## config.mk

```make
export PLATFORM = sky130hd
export DESIGN_NAME = uart_tx_queue_flat
export DESIGN_NICKNAME = d
export VERILOG_FILES = /design/src/rtl/uart_tx_queue_if.sv /design/src/rtl/uart_tx_queue.sv /design/src/flat_wrapper.sv
export SDC_FILE = /design/constraint.sdc
export NUM_CORES = 1
export LEC_CHECK = 0
export ABC_AREA = 1
export CELL_PAD_IN_SITES_DETAIL_PLACEMENT = 0
export CELL_PAD_IN_SITES_GLOBAL_PLACEMENT = 2
export CORE_MARGIN = 8
export CORE_UTILIZATION = 39
export DETAILED_ROUTE_END_ITERATION = 10
export PLACE_DENSITY = 0.88
export SETUP_SLACK_MARGIN = 0.3
export SLEW_MARGIN = 10
export SYNTH_ARGS = -nofsm -noshare
export SYNTH_HDL_FRONTEND = slang
export SYNTH_SLANG_ARGS = --single-unit
```

## constraint.sdc

```tcl
create_clock -name clk -period 3.4 [get_ports clk]
set_clock_uncertainty 0.1 [all_clocks]
set_input_delay 0.51 -clock clk [delete_from_list [all_inputs] [get_ports clk]]
set_output_delay 0.51 -clock clk [all_outputs]
set_load 0.005 [all_outputs]
```

## src/rtl/uart_tx_queue_if.sv

```systemverilog
// Producer/transmitter signal bundle for uart_tx_queue; master is the
// producer + serial transmitter side, slave is the queue itself.
interface uart_tx_queue_if #(
  parameter int DEPTH = 16
);
  localparam int CW = $clog2(DEPTH) + 1;

  // Handshake: a byte is taken on every rising edge where wr_en=1 and full=0;
  // a write seen while full=1 is dropped and raises the sticky overflow flag.
  // On the transmit side tx_start is a one-cycle pulse with tx_byte valid from
  // that edge; tx_idle=1 means the transmitter can accept a launch, it falls
  // the cycle after tx_start and rises again when the stop bit has gone out.
  logic          wr_en;
  logic [7:0]    wr_data;
  logic          flush;
  logic          clr_overflow;
  logic          full;
  logic          empty;
  logic [CW-1:0] count;
  logic          overflow;
  logic [7:0]    tx_byte;
  logic          tx_start;
  logic          tx_idle;

  modport master (
    output wr_en, wr_data, flush, clr_overflow, tx_idle,
    input  full, empty, count, overflow, tx_byte, tx_start
  );

  modport slave (
    input  wr_en, wr_data, flush, clr_overflow, tx_idle,
    output full, empty, count, overflow, tx_byte, tx_start
  );
endinterface

```

## src/rtl/uart_tx_queue.sv

```systemverilog
// Byte FIFO feeding a UART transmitter: circular buffer plus a three-state
// launch FSM that pops one byte per transmitter idle period.
module uart_tx_queue #(
  parameter int DEPTH = 16
) (
  input  logic             clk,
  input  logic             rst_n,
  uart_tx_queue_if.slave   bus,
  output logic [1:0]       o_dbg_state
);
  localparam int AW = $clog2(DEPTH);
  localparam int CW = AW + 1;

  typedef enum logic [1:0] {
    S_IDLE      = 2'd0,
    S_WAIT_BUSY = 2'd1,
    S_WAIT_DONE = 2'd2
  } state_t;

  state_t        r_state;
  state_t        w_state_nxt;
  logic [7:0]    r_mem [DEPTH];
  logic [AW-1:0] r_wptr;
  logic [AW-1:0] r_rptr;
  logic [CW-1:0] r_count;
  logic          r_full;
  logic          r_empty;
  logic          r_overflow;
  logic [7:0]    r_tx_byte;
  logic          r_tx_start;

  logic          w_pop;
  logic          w_wr;
  logic          w_drop;
  logic [CW-1:0] w_count_nxt;

  // full is the registered flag, so a pop at the same edge cannot make room
  assign w_wr   = bus.wr_en && !r_full && !bus.flush;
  assign w_drop = bus.wr_en &&  r_full && !bus.flush;

  always_comb begin
    w_state_nxt = r_state;
    w_pop       = 1'b0;
    case (r_state)
      S_IDLE: begin
        if (!r_empty && bus.tx_idle) begin
          w_pop       = 1'b1;
          w_state_nxt = S_WAIT_BUSY;
        end
      end
      S_WAIT_BUSY: begin
        if (!bus.tx_idle) w_state_nxt = S_WAIT_DONE;
      end
      S_WAIT_DONE: begin
        if (bus.tx_idle) w_state_nxt = S_IDLE;
      end
      default: w_state_nxt = S_IDLE;
    endcase
  end

  always_comb begin
    w_count_nxt = r_count;
    if (bus.flush) w_count_nxt = '0;
    else           w_count_nxt = r_count + CW'(w_wr) - CW'(w_pop);
  end

  always_ff @(posedge clk or negedge rst_n) begin
    if (!rst_n) begin
      r_state    <= S_IDLE;
      r_wptr     <= '0;
      r_rptr     <= '0;
      r_count    <= '0;
      r_full     <= 1'b0;
      r_empty    <= 1'b1;
      r_overflow <= 1'b0;
      r_tx_byte  <= 8'h00;
      r_tx_start <= 1'b0;
    end else begin
      r_state    <= w_state_nxt;
      r_count    <= w_count_nxt;
      r_full     <= (w_count_nxt == CW'(DEPTH));
      r_empty    <= (w_count_nxt == '0);
      r_tx_start <= w_pop;
      if (w_pop) r_tx_byte <= r_mem[r_rptr];
      // a launch at a flush edge still takes the head; flush clears the rest
      if (bus.flush) begin
        r_wptr <= '0;
        r_rptr <= '0;
      end else begin
        if (w_wr)  r_wptr <= r_wptr + AW'(1);
        if (w_pop) r_rptr <= r_rptr + AW'(1);
      end
      if (w_drop)                r_overflow <= 1'b1;
      else if (bus.clr_overflow) r_overflow <= 1'b0;
    end
  end

  always_ff @(posedge clk) begin
    if (w_wr) r_mem[r_wptr] <= bus.wr_data;
  end

  assign bus.full     = r_full;
  assign bus.empty    = r_empty;
  assign bus.count    = r_count;
  assign bus.overflow = r_overflow;
  assign bus.tx_byte  = r_tx_byte;
  assign bus.tx_start = r_tx_start;
  assign o_dbg_state  = r_state;
endmodule

```

## src/flat_wrapper.sv

```systemverilog
// flat-port wrapper written by rule: the top's interface ports become plain ports
module uart_tx_queue_flat 
#(
  parameter int DEPTH = 16
)
  (clk, rst_n, o_dbg_state, bus_wr_en, bus_wr_data, bus_flush, bus_clr_overflow, bus_tx_idle, bus_full, bus_empty, bus_count, bus_overflow, bus_tx_byte, bus_tx_start);
  uart_tx_queue_if #(.DEPTH(DEPTH)) bus_i ();
  input  logic clk;
  input  logic rst_n;
  output logic [1:0] o_dbg_state;
  input wire logic [$bits(bus_i.wr_en)-1:0] bus_wr_en;
  input wire logic [$bits(bus_i.wr_data)-1:0] bus_wr_data;
  input wire logic [$bits(bus_i.flush)-1:0] bus_flush;
  input wire logic [$bits(bus_i.clr_overflow)-1:0] bus_clr_overflow;
  input wire logic [$bits(bus_i.tx_idle)-1:0] bus_tx_idle;
  output wire logic [$bits(bus_i.full)-1:0] bus_full;
  output wire logic [$bits(bus_i.empty)-1:0] bus_empty;
  output wire logic [$bits(bus_i.count)-1:0] bus_count;
  output wire logic [$bits(bus_i.overflow)-1:0] bus_overflow;
  output wire logic [$bits(bus_i.tx_byte)-1:0] bus_tx_byte;
  output wire logic [$bits(bus_i.tx_start)-1:0] bus_tx_start;
  assign bus_i.wr_en = bus_wr_en;
  assign bus_i.wr_data = bus_wr_data;
  assign bus_i.flush = bus_flush;
  assign bus_i.clr_overflow = bus_clr_overflow;
  assign bus_i.tx_idle = bus_tx_idle;
  assign bus_full = bus_i.full;
  assign bus_empty = bus_i.empty;
  assign bus_count = bus_i.count;
  assign bus_overflow = bus_i.overflow;
  assign bus_tx_byte = bus_i.tx_byte;
  assign bus_tx_start = bus_i.tx_start;
  uart_tx_queue #(.DEPTH(DEPTH)) u_core (.clk(clk), .rst_n(rst_n), .bus(bus_i), .o_dbg_state(o_dbg_state));
endmodule
```

==> results of run 1 <==
final timing paths:
path	slack (ns)	cells past startpoint	to	start
hold reg to reg	0.38	2	u_core.bus.tx_byte[5]	u_core.bus.tx_byte[5]
setup / recovery	0.87	15	u_core.bus.full	bus_wr_en
setup reg to reg	0.99	15	u_core.bus.full	u_core.bus.empty
hold / removal	0.38	2	u_core.bus.tx_byte[5]	u_core.bus.tx_byte[5]
max in group asynchronous	2.03	2	u_core.bus.empty	rst_n
min in group asynchronous	0.44	1	u_core.bus.tx_byte[7]	rst_n
through the flow:
step	setup WS, ns	hold WS, ns
after global routing	0.5898	0.4268
after detailed placement	0.4330	0.3693
after CTS	0.8763	0.3844
after floorplan	0.9583	0.1144
final	0.8697	0.3772
after global placement	0.5068	0.3714
flip-flops by register name, indices dropped and copies added (netlist names):
name and count:
u_core.bus.count 5, u_core.bus.empty 1, u_core.bus.full 1, u_core.bus.overflow 1, u_core.bus.tx_byte 8, u_core.bus.tx_start 1, u_core.o_dbg_state 2, u_core.r_mem 128
u_core.r_rptr 4, u_core.r_wptr 4
per-layer routing:
layer | part of all wire | vias up
met5 | 0 | -
met4 | 0.022 | 0
met3 | 0.050 | 22
met2 | 0.49 | 125
met1 | 0.43 | 2209
li1 | - | 2304
cells by family after synthesis:
logic type	Yosys count
AND/OR/NAND/NOR	345
buffers and inverters	158
flip-flops	155
AO/OA/AOI/OAI	16
adder cells (fa/ha/maj)	11
XOR/XNOR	2
layout by cell type, fill, tap and decap left out, drive strengths merged:
master	count
nand2	206
edfxtp	128
inv	128
nand3	103
clkdlybuf4s50	32
buf	26
dfrtp	26
nor2	20
clkbuf	20
nor3	14
ha	10
o21ai	7
a21oi	6
clkinv	6
clkinvlp	4
bufinv	3
nand4	2
a211oi	2
xnor2	1
xor2	1
o21a	1
fa	1
dfstp	1
report_power, final:
part	total, mW	switching [mW]	internal, mW
Sequential	2.25	0.0726	2.18
Clock	1.87	0.718	1.15
Combinational	1.13	0.686	0.442
Total	5.24	1.48	3.77
critical path, cell delays in order:
cell and delay (ns):
clkdlybuf4s50_1 0.47, inv_1 0.04, nor2_1 0.24, inv_1 0.11, nor2_2 0.17, ha_1 0.20, inv_1 0.06, fa_1 0.40
inv_1 0.07, nand2_1 0.04, nand2_1 0.05, a21oi_1 0.07, nand2_1 0.06, nand2_1 0.06, nor3_1 0.18
final cells by class:
| type | instances | area (um^2) | share of cell area |
|---|---|---|---|
| multi-input cells | 374 | 1699 | 0.2100 |
| clock inverters | 11 | 147.6 | 0.01825 |
| inverters | 130 | 488.0 | 0.06032 |
| repair buffers | 58 | 515.5 | 0.06372 |
| clock buffers | 20 | 436.7 | 0.05397 |
| well taps | 225 | 281.5 | 0.03480 |
| flip-flops and latches | 155 | 4522 | 0.5589 |
==> flow_metrics.tcl, run 1 <==
set metrics [dict create \
    synthTopCellsByArea "edfxtp_1 (56%), nand2_1 (11%), dfrtp_1 (9.5%)" \
    synth_compound_area_frac 0.01274 \
    leakage_nw 3.523 \
    clock-sinks 155 \
    vias 4660 \
    fin_crit_ns 2.530 \
    grt_usage 0.1500 \
    yosys.area_share.simple 0.2108 \
    vias_per_cell 4.789 \
    tritoncts "yes" \
    die_h_um 148.8 \
    cap_violations 0 \
    avgSynthCellArea_um2 10.00 \
    grt_pass1_wl_mm 25.08 \
    synth_xor_area_frac 0.002549 \
    syn-instance-count 687 \
    timing.fmax_ghz 0.3952 \
    cts_buffers 17 \
    drive_above_1_share 0.07754 \
    synth_edf_count 128 \
    die_w_um 148.8 \
    synth_seq_area_share 0.6577 \
    hold_class "flop to flop" \
    drc 0 \
    netlist_area_um2 6873 \
    crit_fanout 4 \
    yosys.area.top_type "edfxtp_1" \
    io_pins 33 \
    post-route-util 0.4694 \
    final-setup-viol-count 0 \
    use_met1 0.1863 \
    crit_required_ns 3.63 \
    use_met3 0.03216 \
    place.gp.congestion 0.7681 \
    yosysWarnings 0 \
    status "completed" \
    grt_setup_unrepaired "false" \
    dp_hpwl_mm 10.11 \
    fill_cells 1544 \
    wl_per_cell_um 16.11 \
    ir_worst_vdd_mv 0.3731 \
    cts_max_level 4 \
    slew_headroom 0.4900 \
    end_kind "flop" \
    synthAdderAreaFrac 0.02112 \
    drt_wl_total_mm 15.68 \
    die-area_um2 22130 \
    drtIter0Drc 291 \
    path_clk_slew_ns 0.06 \
    coreArea_um2 17240 \
    netlist.area_leader.share 0.5593 \
    placementRows 48 \
    criticalPathCategory "input port to flop" \
    synth_top_family_by_area "simple AND/OR/NAND/NOR gates" \
    final_cells 973 \
    critPathArrivalTime_ns 2.76 \
    post_cts_resized 0 \
    clockRootBuffer "clkbuf_16" \
    drv_slew 0 \
    portBuffers 32 \
    cts_setup_buffers 0 \
    final_nets 761 \
    start_util 0.3987 \
    p_per_area_nw_per_um2 648.2 \
    fin_crit_sh 0.7442 \
    area_growth_pct 17.71 \
    top_usage_layer "met2" \
    placed_area_um2 7506 \
    yosys.cell_types.count 24 \
    cts_hold_buffers 0 \
    final_hold_viol_count 0 \
    placed_cells 942 \
    yosys.cell_count.top_type "nand2_1" \
    cp-start-kind "input port" \
    clkLatencyLatePin_ns 0.42 \
    worst_pin_slew_ns 0.7626 \
    grt_antenna_before_repair 0 \
    ys_async_sr_fraction 0.1742 \
    ant_nets 0 \
    post-route-cell-area_um2 8090 \
    synth_ff_type "edfxtp_1" \
    muxShareOfSynthArea 0 \
    finalPower_mw 5.244 \
    grt_max_degree 67 \
    synth_nets 712 \
    tns_ns 0 \
    ys_ff_latch 155 \
    synthTopCellsByCount "nand2_1 (206), edfxtp_1 (128), inv_1 (127)" \
    clockBufferDepth 2 \
    grt_pass1_vias 4701 \
    antenna_cells 0 \
    grt_use_met2 0.2498 \
    grt-ovfl-total 0 \
    firstDrtPassIters 5 \
]
No activity file was read; power rests on OpenSTA's default activity.
==> inputs of run 2 (changes only) <==
Settings changed: CORE_UTILIZATION 39 to 35, PLACE_DENSITY 0.88 to 0.84.
Clock period 3.4 ns to 2.1 ns, I/O delays scaled along.
==> run 2 against run 1 <==
  * Die area is 10% higher
  * Count of clock-buffer cells in the layout is 2 lower
  * Non-clock buffer count is 26 higher
  * Cell area is 7.6% higher
  * The flow now finishes with violations (setup timing)
  * Combinational power is 94% higher
  * Critical endpoint unchanged
  * Power is 74% higher
==> flow_metrics.tcl, run 2 (synthesized netlist as in run 1, its figures left out) <==
set metrics [dict create \
    grt_setup_unrepaired "true" \
    die-area_um2 24380 \
    grt_pass1_vias 4658 \
    area_growth_pct 26.71 \
    cp_top_family "adder cells" \
    final_hold_viol_count 0 \
    grt-ovfl-total 0 \
    final_common_cell "nand2_1" \
    path_clk_slew_ns 0.06 \
    fill_cells 1812 \
    max_stage_delay_ns 0.53 \
    vias 4833 \
    drc 0 \
    portBuffers 32 \
    tritoncts "yes" \
    worst_pin_slew_ns 0.4158 \
    drv_slew 0 \
    final_nets 787 \
    placed_area_um2 7953 \
    clockBufferDepth 2 \
    critPathArrivalTime_ns 2.49 \
    status "finished with violations" \
    drt-met1-wl_mm 7.206 \
    wl_met2_mm 8.428 \
    tns_ns -0.3356 \
    largest-register "u_core.r_mem" \
    cts_max_level 4 \
    ir_worst_vdd_mv 0.6108 \
    post-route-cell-area_um2 8708 \
    end_kind "flop" \
    worst_slack_ns -0.1469 \
    layout_common_cells "nand2_1 (201), edfxtp_1 (128), inv_1 (122)" \
    fin_crit_ns 2.247 \
    final-setup-viol-count 3 \
    start_util 0.3543 \
    grt_usage 0.1448 \
    fin_crit_sh 1.070 \
    antenna_cells 0 \
    cts_buffers 17 \
    crit_required_ns 2.34 \
    violations "setup timing" \
    coreArea_um2 19400 \
    grt_antenna_before_repair 0 \
    r2r-start "u_core.bus.empty" \
    cap_violations 0 \
    path_cells "nor2_1, nand2_1, inv_2, ha_4, inv_2, ha_4, inv_2, fa_2, inv_2, nand2_2, nand2_2, a21oi_2, nand2_1, nand2_2, nor3_2" \
    placementRows 51 \
    drtIter0Drc 466 \
    hold-worst-slack_ns 0.1576 \
    worstSetupStartpoint "u_core.bus.empty" \
    wl_per_cell_um 16.13 \
    firstDrtPassIters 5 \
    dr.max_layer_used "met4" \
    drive_above_1_share 0.1525 \
    grt_pass1_wl_mm 26.22 \
    place.gp.congestion 0.8221 \
    ant_nets 0 \
    leakage_nw 3.829 \
    clockRootBuffer "clkbuf_16" \
    p_per_area_nw_per_um2 1048 \
    path_common_cell "inv_2" \
    die_h_um 156.1 \
    die_w_um 156.1 \
    criticalPathCategory "flop to flop" \
    met3_length_um 762 \
    dp_slack_ns -0.5980 \
    vias_per_cell 4.652 \
    timing.fmax_ghz 0.4451 \
    drt_wl_total_mm 16.76 \
    critPathBufInv 4 \
    grt_max_degree 48 \
    crit_fanout 2 \
    dp_hpwl_mm 10.88 \
    io_pins 33 \
    slew_headroom 0.7225 \
    cp-start-kind "flop" \
    hold_class "input port to asynchronous set/reset pin" \
    clkLatencyLatePin_ns 0.43 \
    crit_slowest_cell "dfstp_2" \
    clock-sinks 155 \
    largest_reg_flops 128 \
]
## run 2: changes by cell type in the layout (fill, tap and decap cells not counted), sizes merged
cell / delta
bufinv: +2
inv: +2
dlymetal6s2s: +1
clkinv: +1
clkinvlp: -3
clkdlybuf4s50: -5
clkbuf: -2
dlygate4sd2: +4
buf: +26
## run 2: per-layer routing
layer  vias to the layer above  track usage
met3                        27      0.03075
met4                         0      0.05995
li1                       2350            -
met5                         -            0
met1                      2342       0.1801
met2                       114       0.2407
## run 2: through the flow
stage,power (mW),instances,util
after detailed placement,5.764,1002,0.4100
after global placement,5.724,1002,0.4100
after CTS,9.126,1037,0.4453
final,9.128,1039,0.4489
after global routing,9.583,1039,0.4489
after floorplan,4.899,687,-
## run 2: final cells by class
cell class	count	area, um^2	area share
clock inverters	13	197.7	0.02270
flip-flops and latches	155	4523	0.5194
multi-input cells	374	1878	0.2157
clock buffers	18	429.2	0.04928
inverters	130	496.7	0.05704
repair buffers	84	852.1	0.09784
well taps	265	331.6	0.03807
## run 2: worst paths after layout
kind / endpoint / slack (ns) / cells past startpoint
max in group asynchronous: u_core.bus.empty / 1.43 / 2
min in group clk: u_core.bus.overflow / 0.36 / 2
max reg2reg: u_core.bus.full / -0.15 / 15
min reg2reg: u_core.bus.tx_byte[6] / 0.39 / 2
max: u_core.bus.full / -0.15 / 15
min: u_core.bus.tx_start / 0.16 / 2
## run 2: power breakdown
part	switching, mW	internal, mW
Clock	1.19	2.09
Sequential	0.127	3.53
Combinational	1.28	0.911
## run 2: timing repair
item	CTS	global route
setup buffers	4	2
pin swaps	5	4
hold buffers	0	0
gates resized for setup	15	21
setup endpoints to repair	101	141
==> inputs of run 3 (changes only) <==
Settings changed: GPL_TIMING_DRIVEN set to 0.
==> run 3 against run 2 <==
  * The run still ends with setup timing left
  * Combinational power up 13%
  * Critical path type unchanged
  * Critical endpoint unchanged
  * Via count up 1.3%
  * Routed wire length is 8.6% higher
  * First-iteration DRC count increased by 23%
==> flow_metrics.tcl, run 3 (synthesized netlist as in run 1, its figures left out) <==
set metrics [dict create \
    status "finished with violations" \
    violations "setup timing" \
    firstDrtPassIters 7 \
    worst_pin_slew_ns 0.8200 \
    ir_worst_vdd_mv 0.5668 \
    vias_per_cell 4.649 \
    slew_headroom 0.4503 \
    drtIter0Drc 571 \
    largest_reg_flops 128 \
    crit_fanout 2 \
    grt_pass1_vias 4870 \
    grt_pass1_wl_mm 28.26 \
    wl_per_cell_um 17.28 \
    layout_common_cells "nand2_1 (201), edfxtp_1 (128), inv_1 (119)" \
    vias 4895 \
    antenna_cells 0 \
    tns_ns -0.8059 \
    clockBufferDepth 2 \
    tritoncts "yes" \
    criticalPathCategory "flop to flop" \
    drc 0 \
    cap_violations 0 \
    crit_required_ns 2.34 \
    placed_cells 984 \
    cp-start-kind "flop" \
    area_growth_pct 29.47 \
    final_cells 1053 \
    clkLatencyLatePin_ns 0.42 \
    grt_max_degree 28 \
    hold_class "input port to flop" \
    clockRootBuffer "clkbuf_16" \
    post-route-util 0.4587 \
    io_pins 33 \
    drt_wl_total_mm 18.19 \
    leakage_nw 3.908 \
    end_kind "flop" \
    coreArea_um2 19400 \
    placementRows 51 \
    timing.fmax_ghz 0.4228 \
    fin_crit_sh 1.126 \
    final_nets 801 \
    die_h_um 156.1 \
    max_stage_delay_ns 0.55 \
    clock-sinks 155 \
    path_cells "nor2_2, nand2_2, inv_2, buf_6, ha_4, inv_4, ha_4, inv_2, fa_2, nor2_4, nor2_2, nand3_2, nor3_2" \
    place.gp.congestion 0.8588 \
    crit_slowest_cell "fa_2" \
    cts_max_level 4 \
    placed_area_um2 7657 \
    dp_hpwl_mm 12.24 \
    critPathArrivalTime_ns 2.61 \
    worst_slack_ns -0.2654 \
    die-area_um2 24380 \
    final_common_cell "nand2_1" \
    start_util 0.3543 \
    grt_antenna_before_repair 0 \
    final_hold_viol_count 0 \
    p_per_area_nw_per_um2 1004 \
    post-route-cell-area_um2 8899 \
    portBuffers 32 \
    drive_above_1_share 0.1815 \
    die_w_um 156.1 \
    cts_buffers 17 \
    grt-ovfl-total 0 \
    fin_crit_ns 2.365 \
    grt_setup_unrepaired "true" \
    final-setup-viol-count 4 \
    largest-register "u_core.r_mem" \
    path_clk_slew_ns 0.06 \
    ant_nets 0 \
    drv_slew 0 \
    finalPower_mw 8.931 \
    grt_usage 0.1593 \
]
[run 3: area by class of cell]
class | count | area [um^2]
Inverter | 130 | 498.0
Clock buffer | 19 | 432.9
Tap cell | 265 | 331.6
Fill cell | 1790 | 10500
Timing Repair Buffer | 70 | 800.8
Sequential cell | 155 | 4523
Multi-Input combinational cell | 374 | 1977
Buffer | 28 | 235.2
Clock inverter | 12 | 100.1
[run 3: worst max-delay path, delay by kind of cell, from the launching register on]
family                     cells  cell delay [ns]
and+or+nand+nor                6             0.50
buffers and inverters          4             0.24
adders and majority gates      3             0.89
DFF                            1             0.54
[run 3: worst paths after layout]
| path | start | to | slack (ns) | cells after the start |
|---|---|---|---|---|
| worst max-delay path | u_core.bus.empty | u_core.bus.full | -0.27 | 13 |
| worst min-delay path | bus_wr_en | u_core.bus.overflow | 0.20 | 3 |
| worst max register to register | u_core.bus.empty | u_core.bus.full | -0.27 | 13 |
| worst min register to register | u_core.bus.tx_byte[0] | u_core.bus.tx_byte[0] | 0.38 | 2 |
| max in group asynchronous | rst_n | u_core.r_rptr[0] | 1.11 | 2 |
| min in group asynchronous | rst_n | u_core.bus.tx_byte[5] | 0.34 | 2 |
[run 3: metrics by stage]
stage	hold slack [ns]	worst slack, ns
6_report	0.1981	-0.2654
3_3_place_gp	0.3704	-0.7648
3_5_place_dp	0.3716	-0.8430
5_1_grt	0.2061	-0.3829
2_1_floorplan	-0.08059	-0.1825
4_1_cts	0.1816	-0.2635
[run 3: layer usage]
metal  share of wire  track usage  up-vias
met2            0.47       0.2496      152
met1            0.43       0.2049     2317
met3           0.055      0.02992       41
li1                -            -     2385
met4           0.042      0.08787        0
met5               0            0        -
[run 3: what timing repair did]
| item | 4_1_cts | 5_1_grt |
|---|---|---|
| buffers inserted | 30 | 7 |
| setup endpoints to repair | 144 | 127 |
| hold buffers | 0 | 1 |
| gates resized for setup | 42 | 42 |
| pin swaps | 17 | 19 |
| endpoints found under the hold margin | 0 | 26 |
[run 3: report_power, final]
part / internal, mW / switching (mW)
sequential: 3.53 / 0.119
combinational: 1.05 / 1.44
clock: 1.61 / 1.19
